--- src/rtl/seq_shift_add_multiplier.sv ---
// Sequential shift-add multiplier with a start/busy/done handshake.
// Operands are converted to magnitudes on entry, multiplied unsigned over
// WIDTH clock cycles, and the sign is restored in a final FIX cycle.
//
// Handshake: start is sampled only while the FSM is IDLE. A sampled start
// captures a, b and signed_mode, and busy rises on that same edge. busy stays
// high through RUN and FIX. done is a one-cycle pulse that marks product as
// new. start may be held high in the done cycle to chain the next job.
// start seen while busy is ignored.
module seq_shift_add_multiplier #(
  parameter int WIDTH = 4
) (
  input  logic                 clk,
  input  logic                 rst_n,
  input  logic                 start,
  input  logic [WIDTH-1:0]     a,
  input  logic [WIDTH-1:0]     b,
  input  logic                 signed_mode,
  output logic                 busy,
  output logic                 done,
  output logic [2*WIDTH-1:0]   product,
  output logic [WIDTH-1:0]     p_reg,
  output logic [WIDTH-1:0]     q_reg,
  output logic [WIDTH-1:0]     m_reg
);

  localparam int CW = $clog2(WIDTH + 1);
  localparam logic [CW-1:0] LAST_ITER = CW'(WIDTH - 1);

  typedef enum logic [1:0] {
    S_IDLE = 2'd0,
    S_RUN  = 2'd1,
    S_FIX  = 2'd2
  } state_t;

  state_t               r_state;
  logic                 r_busy;
  logic                 r_done;
  logic [2*WIDTH-1:0]   r_product;
  logic [WIDTH-1:0]     r_p;
  logic [WIDTH-1:0]     r_q;
  logic [WIDTH-1:0]     r_m;
  logic [CW-1:0]        r_cnt;
  logic                 r_neg;

  logic [WIDTH-1:0]     w_a_mag;
  logic [WIDTH-1:0]     w_b_mag;
  logic [WIDTH:0]       w_sum;
  logic [2*WIDTH-1:0]   w_pq;

  // Magnitudes: negating the most negative value wraps to 2^(WIDTH-1),
  // which is exactly the unsigned magnitude we want.
  assign w_a_mag = (signed_mode && a[WIDTH-1]) ? (~a + 1'b1) : a;
  assign w_b_mag = (signed_mode && b[WIDTH-1]) ? (~b + 1'b1) : b;

  // Partial-sum add with the carry kept so it can shift into P's MSB.
  assign w_sum = r_q[0] ? ({1'b0, r_p} + {1'b0, r_m}) : {1'b0, r_p};

  assign w_pq = {r_p, r_q};

  // Control FSM and datapath registers; all outputs are registered.
  always_ff @(posedge clk or negedge rst_n) begin
    if (!rst_n) begin
      r_state   <= S_IDLE;
      r_busy    <= 1'b0;
      r_done    <= 1'b0;
      r_product <= '0;
      r_p       <= '0;
      r_q       <= '0;
      r_m       <= '0;
      r_cnt     <= '0;
      r_neg     <= 1'b0;
    end else begin
      r_done <= 1'b0;
      case (r_state)
        S_IDLE: begin
          if (start) begin
            r_m     <= w_a_mag;
            r_q     <= w_b_mag;
            r_p     <= '0;
            r_cnt   <= '0;
            r_neg   <= signed_mode & (a[WIDTH-1] ^ b[WIDTH-1]);
            r_busy  <= 1'b1;
            r_state <= S_RUN;
          end
        end
        S_RUN: begin
          r_p   <= w_sum[WIDTH:1];
          r_q   <= {w_sum[0], r_q[WIDTH-1:1]};
          r_cnt <= r_cnt + 1'b1;
          if (r_cnt == LAST_ITER) begin
            r_state <= S_FIX;
          end
        end
        S_FIX: begin
          r_product <= r_neg ? (~w_pq + 1'b1) : w_pq;
          r_done    <= 1'b1;
          r_busy    <= 1'b0;
          r_state   <= S_IDLE;
        end
        default: begin
          r_busy  <= 1'b0;
          r_state <= S_IDLE;
        end
      endcase
    end
  end

  assign busy    = r_busy;
  assign done    = r_done;
  assign product = r_product;
  assign p_reg   = r_p;
  assign q_reg   = r_q;
  assign m_reg   = r_m;

endmodule

--- config.mk ---
export PLATFORM = sky130hd
export DESIGN_NAME = seq_shift_add_multiplier
export DESIGN_NICKNAME = d
export VERILOG_FILES = /design/src/rtl/seq_shift_add_multiplier.sv
export SDC_FILE = /design/constraint.sdc
export NUM_CORES = 1
export LEC_CHECK = 0
export BUFFER_PORTS_ARGS = -buffer_cell sky130_fd_sc_hd__buf_4
export CAP_MARGIN = 20
export CORE_ASPECT_RATIO = 0.8
export CORE_MARGIN = 8
export CORE_UTILIZATION = 40
export CTS_CLUSTER_DIAMETER = 40
export CTS_CLUSTER_SIZE = 16
export DETAILED_ROUTE_END_ITERATION = 10
export PLACE_DENSITY_LB_ADDON = 0.05
export SYNTH_ARGS = -nofsm -noshare
export SYNTH_HDL_FRONTEND = slang
export SYNTH_SLANG_ARGS = --single-unit
--- constraint.sdc ---
create_clock -name clk -period 4 [get_ports clk]
set_input_delay 0.8 -clock clk [delete_from_list [all_inputs] [get_ports clk]]
set_output_delay 0.8 -clock clk [all_outputs]
set_load 0.05 [all_outputs]
# Word level (Yosys, flattened, before mapping)
# Cells that the tools add are included.
[word_totals]
ff_bits = 28
inputBits = 12
out_inout_bits = 22
elab_cells = 49
[op_classes]
addsub = 5
n_eq_ne = 5
n_mux = 16
n_bitwise = 6
n_reduce_logical = 8
[op_table]
columns = ["op", "n"]
rows = [
  ["$mux W4", 4],
  ["$pmux W4 S2", 2],
  ["$add A4 B1 Y4 const B", 2],
  ["$add A8 B1 Y8 const B", 1],
  ["$mux W8", 1],
  ["$not A4 Y4", 2],
  ["$not A8 Y8", 1],
  ["$reduce_and A2 Y1", 4],
  ["$pmux W3 S2", 1],
  ["$add A4 B4 Y5", 1],
  ["$mux W5", 1],
  ["$mux W2", 2],
  ["$ne A2 B2 Y1 const B", 2],
  ["$pmux W2 S2", 1],
  ["$add A3 B1 Y3 const B", 1],
  ["$eq A3 B2 Y1 const B", 1],
  ["$mux W3", 1],
  ["$eq A2 B1 Y1 const B", 1],
  ["$eq A2 B2 Y1 const B", 1],
  ["$logic_and A1 B1 Y1", 2],
  ["$logic_not A2 Y1", 1],
  ["$mux W1", 2],
  ["$pmux W1 S2", 1],
  ["$reduce_bool A2 Y1", 1],
  ["other kinds (3)", 3],
]

# Logic depth before layout (Yosys ltp)
[depth]
ltp_word = 5
depth_mapped = 7
ltp_nobuf = 7

# Worst setup path after synthesis
# Ideal clock, no wire load.
[synth_path]
path_kind = "reg-to-reg"
from = "register r_p[0], in the netlist p_reg[0]"
to = "register r_p[1], in the netlist p_reg[1]"
setup_time_ns = 0.083
arrival_ns = 1.808
required_time_ns = 3.917
path_slack_ns = 2.109
path_stages_with_launch = 8
path_buffers = 0
period_less_slack_ns = 1.891
cell_sequence = "dfrtp_1 -> ha_1 -> inv_1 -> fa_1 -> nor2b_1 -> nor3_1 -> a21oi_1 -> o21ai_0"
[synth_between]
elab_chain_cells = 3
[synth_lines]
columns = ["element", "line", "text"]
rows = [
  ["start: declaration", "40", "logic [WIDTH-1:0] r_p;"],
  ["start signal: assignment", "88", "r_p <= w_sum[WIDTH:1];"],
  ["$add A4 B4 Y5", "57", "assign w_sum = r_q[0] ? ({1'b0, r_p} + {1'b0, r_m}) : {1'b0, r_p};"],
  ["$mux W5", "57", ""],
  ["$pmux W4 S2", "75", "case (r_state)"],
]
# No other way between the ends.
# A chain may end at the register's enable or synchronous reset.

# Final worst setup path
[layout_path]
from = "register r_q[0], in the netlist q_reg[0]"
to = "output q_reg[0]"
[layout_lines]
columns = ["element", "line", "text"]
rows = [
  ["start: declaration", "41", "logic [WIDTH-1:0] r_q;"],
  ["start signal: assignment", "79", "r_q <= w_b_mag;"],
  ["start signal: assignment", "89", "r_q <= {w_sum[0], r_q[WIDTH-1:1]};"],
  ["end: declaration", "23", "output logic [WIDTH-1:0] q_reg,"],
]
# No word-level cell between the ends.

==> metrics.md <==
| Metric | Value |
|---|---|
| Status | complete, no violations |
| Largest area contributor in the netlist | dfrtp_1 |
| CP arrival | about 1100 ps |
| Slowest CP cell | dfrtp_1 |
| GR Util All Layers | 0.1280 |
| Post-Synth Simple-Gate Area | 0.1621 |
| CTS Buf Count | 3 |
| Via count | about 1200 |
| Clk pwr share | 0.106 |
| Main combinational cell family by area after synthesis | compound AO/OA/AOI/OAI gates |
| Hold_buf cts | 0 |
| Combinational Power Share | 0.565 |
| Die area | between 6000 and 7000 um2 |
| Tmin final | about 1900 ps |
| Static Leak | between 0.9 and 1 nW |
| Flop pwr share | 0.329 |
| Mux contribution to synthesized area | 0.02674 |
| Ys flop type | dfrtp_1 |
| Hold_ws | approximately 430 ps |
| Gr ovfl total | 0 |
| Worst path cell trace | buf_4 |
| Post-route ant nets | 0 |
| Setup WS pre-CTS | between 2000 and 2500 ps |
| Fmax | roughly 520 MHz |
| Root Buffer | clkbuf_8 |
| Mapped Cells | 163 |
| Post-Synth XOR/XNOR Area | 0.05105 |
| Layout fillers | approximately 360 |
| Post-synthesis register bit count | 28 |
| Int Pwr | roughly 0.00084 W |
| Post-route setup slack | 2091 ps |
| FF/Latch Area | between 700 and 800 um2 |
| Post-synth cell types | 34 |
| Slew at the pin closest to its max-slew limit | ~540 ps |
| Placed Instances | around 230 |
| RSZ-0062 raised after global routing | false |
| Row cnt | 20 |
| Ranking of synthesized cells by area | dfrtp_1, ha_1, o21ai_0 |
| Final core occ | 0.4983 |
| Clock Skew | approximately 1.1 ps |
| Antenna violations before repair | 0 |
| Post-synthesis compound-gate area fraction | 0.1686 |
| Initial DRC count | 40 |
| Post-synthesis net count | around 190 |
| Area delta synth->final | 21.15% |
| Clock slew at reported path FFs | roughly 100 ps |
| Setup TNS | 0 ps |
| Largest register FFs | 8 |
| Total clock sinks | 28 |
| Register area share after synthesis | 0.4538 |
| Largest net degree at the start of global routing | 29 |
| Crit path capture type | output port |
| Htree depth | 1 |
| Max VDD drop | approximately 0.33 mV |
| Core area | between 3000 and 4000 um2 |
| Req. time, crit path | roughly 3200 ps |
| Number of vias per cell | 5.160 |
| First-pass GRT wire length | 6354 um |
| Share of post-route cells with drive strength above 1 | 0.2216 |
| CTS tree | done |
| Ys Warns | 0 |
| Final Hold Fails | 0 |
| DRC | 0 |
| Critical path's top delay family | flip-flops |
| Crit Path Category | register to output port |
| Worst Setup Start Kind | register |
| Diode count | 0 |
| IO Pins | 34 |
| WL final | ~3600 um |
| Slew Viols, Final | 0 |
| Port-buffer cells | 33 |
| Post-synthesis adder-cell area fraction | 0.08590 |
| Setup Fix Bufs, Post-CTS | 0 |
| Starting density of the core | 0.4113 |
| Post-Syn Area | 1544 um2 |
| Worst-path maximum fanout | 10 |
| Max cap viols | 0 |
| Pwr dens | just over 900 nW/um2 |
| Post-synth EDFFs | 0 |
| Final net count | approximately 220 |
| CTS-repair resized insts | 0 |
| Headroom to the max-slew limit | 0.6414 |
| Max Root-Sink Buffers | 2 |
| Router iterations before antenna repair | 4 |
| Final HPWL DP | 2675 um |
| Vias in the first global route | ~1300 |
| Area of the multi-input gates | 763.2 um2 |
| CP Buf/Inv Count | 1 |
| Ys async rst share | 1.000 |
| Non-Filler Instances | 238 |
| Max incr delay on CP | 560 ps |
| Setup violators final | 0 |
| Sw Ratio | 0.5096 |
| Clk Latency, worst-skew pair | approximately 280 ps |
| Final period util | 0.4773 |
| Routed length per instance | roughly 15 um |
| Hold Path Class | input port to asynchronous set/reset pin |
| Placer Congestion | slightly above 0.8 |
| Avg Cell Area, Syn | between 9 and 10 um2 |
| Die width | roughly 85 um |
| Sw power | 0.0008677 W |
| Yosys top cell area share | 0.4538 |
| Chip height | 71.57 um |
[kinds of logic after synthesis]
kind of cell | Yosys count
buf+inv | 19
mux | 4
simple gates | 50
fa+ha+maj | 10
flops | 28
compound gates | 43
xor+xnor | 9
[metal layers]
layer  GRT usage  share of wire  up-vias  routed length (um)
met2      0.2070           0.46       29                1627
met4     0.03682         0.0070        0                  25
met3     0.04229          0.054        2                 192
met1      0.1581           0.48      582                1718
met5           0              0        -                   0
li1            -              -      615                   -
[cells in the mapped netlist, types with 3 or more instances]
cell type  instances
a21boi_0           4
a21oi_1            5
clkbuf_1           4
dfrtp_1           28
ha_1               9
inv_1             13
mux2i_1            3
nand2_1           23
nand3_1            7
nor2_1             4
nor2b_1            5
o21ai_0           22
o31ai_1            4
xnor2_1            8
[placed cells by master (no fill, tap or decap)]
| master | instances |
|---|---|
| buf_4 | 33 |
| dfrtp_1 | 28 |
| nand2_1 | 23 |
| o21ai_0 | 22 |
| inv_1 | 13 |
| ha_1 | 9 |
| xnor2_1 | 8 |
| nand3_1 | 7 |
| nor2b_1 | 5 |
| a21oi_1 | 5 |
| o31ai_1 | 4 |
| nor2_1 | 4 |
| a21boi_0 | 4 |
| clkbuf_8 | 4 |
| mux2i_1 | 3 |
| nand2b_1 | 2 |
| nor3_1 | 2 |
| a22oi_1 | 2 |
| o21ai_2 | 2 |
| o21bai_1 | 1 |
| mux2_2 | 1 |
| nand2b_4 | 1 |
| a221oi_1 | 1 |
| or2_2 | 1 |
| xor2_1 | 1 |
| and3b_1 | 1 |
| a22o_1 | 1 |
| nor3b_1 | 1 |
| nor4_1 | 1 |
| or4_4 | 1 |
| and2_1 | 1 |
| o21a_1 | 1 |
| fa_1 | 1 |
[worst paths after layout]
path | endpoint | slack [ps] | depth (start not counted) | startpoint
setup reg to reg | p_reg[3] | 2270 | 7 | p_reg[0]
hold reg to reg | product[1] | 490 | 2 | product[1]
min in group clk | product[1] | 490 | 2 | product[1]
setup / recovery | q_reg[0] | 2090 | 1 | q_reg[0]
max in group asynchronous | m_reg[0] | 3300 | 1 | rst_n
hold / removal | r_state[0] | 430 | 1 | rst_n
[through the flow]
stage / total power (W) / area, um2
after floorplan: 0.001256 / 1544
after global placement: 0.001523 / 1815
after detailed placement: 0.001542 / 1815
after CTS: 0.001725 / 1871
after global routing: 0.001847 / 1871
final: 0.001703 / 1871
[cell type report]
| class | instances | share of cell area |
|---|---|---|
| multi-input combinational | 116 | 0.4080 |
| sequential | 28 | 0.3746 |
| timing repair buffer | 33 | 0.1324 |
| clock buffer | 4 | 0.02943 |
| tap | 44 | 0.02943 |
| inverter | 13 | 0.02609 |
[power by group through the flow]
stage | Combinational, W | Clock [W] | Sequential [W]
floorplan | 0.000410 | 0 | 0.000846
global placement | 0.000962 | 0 | 0.000561
detailed placement | 0.000976 | 0 | 0.000566
CTS | 0.000979 | 0.000186 | 0.000560
global route | 0.00107 | 0.000197 | 0.000585
finish | 0.000963 | 0.000180 | 0.000560
(Power assumes the default switching activity.)
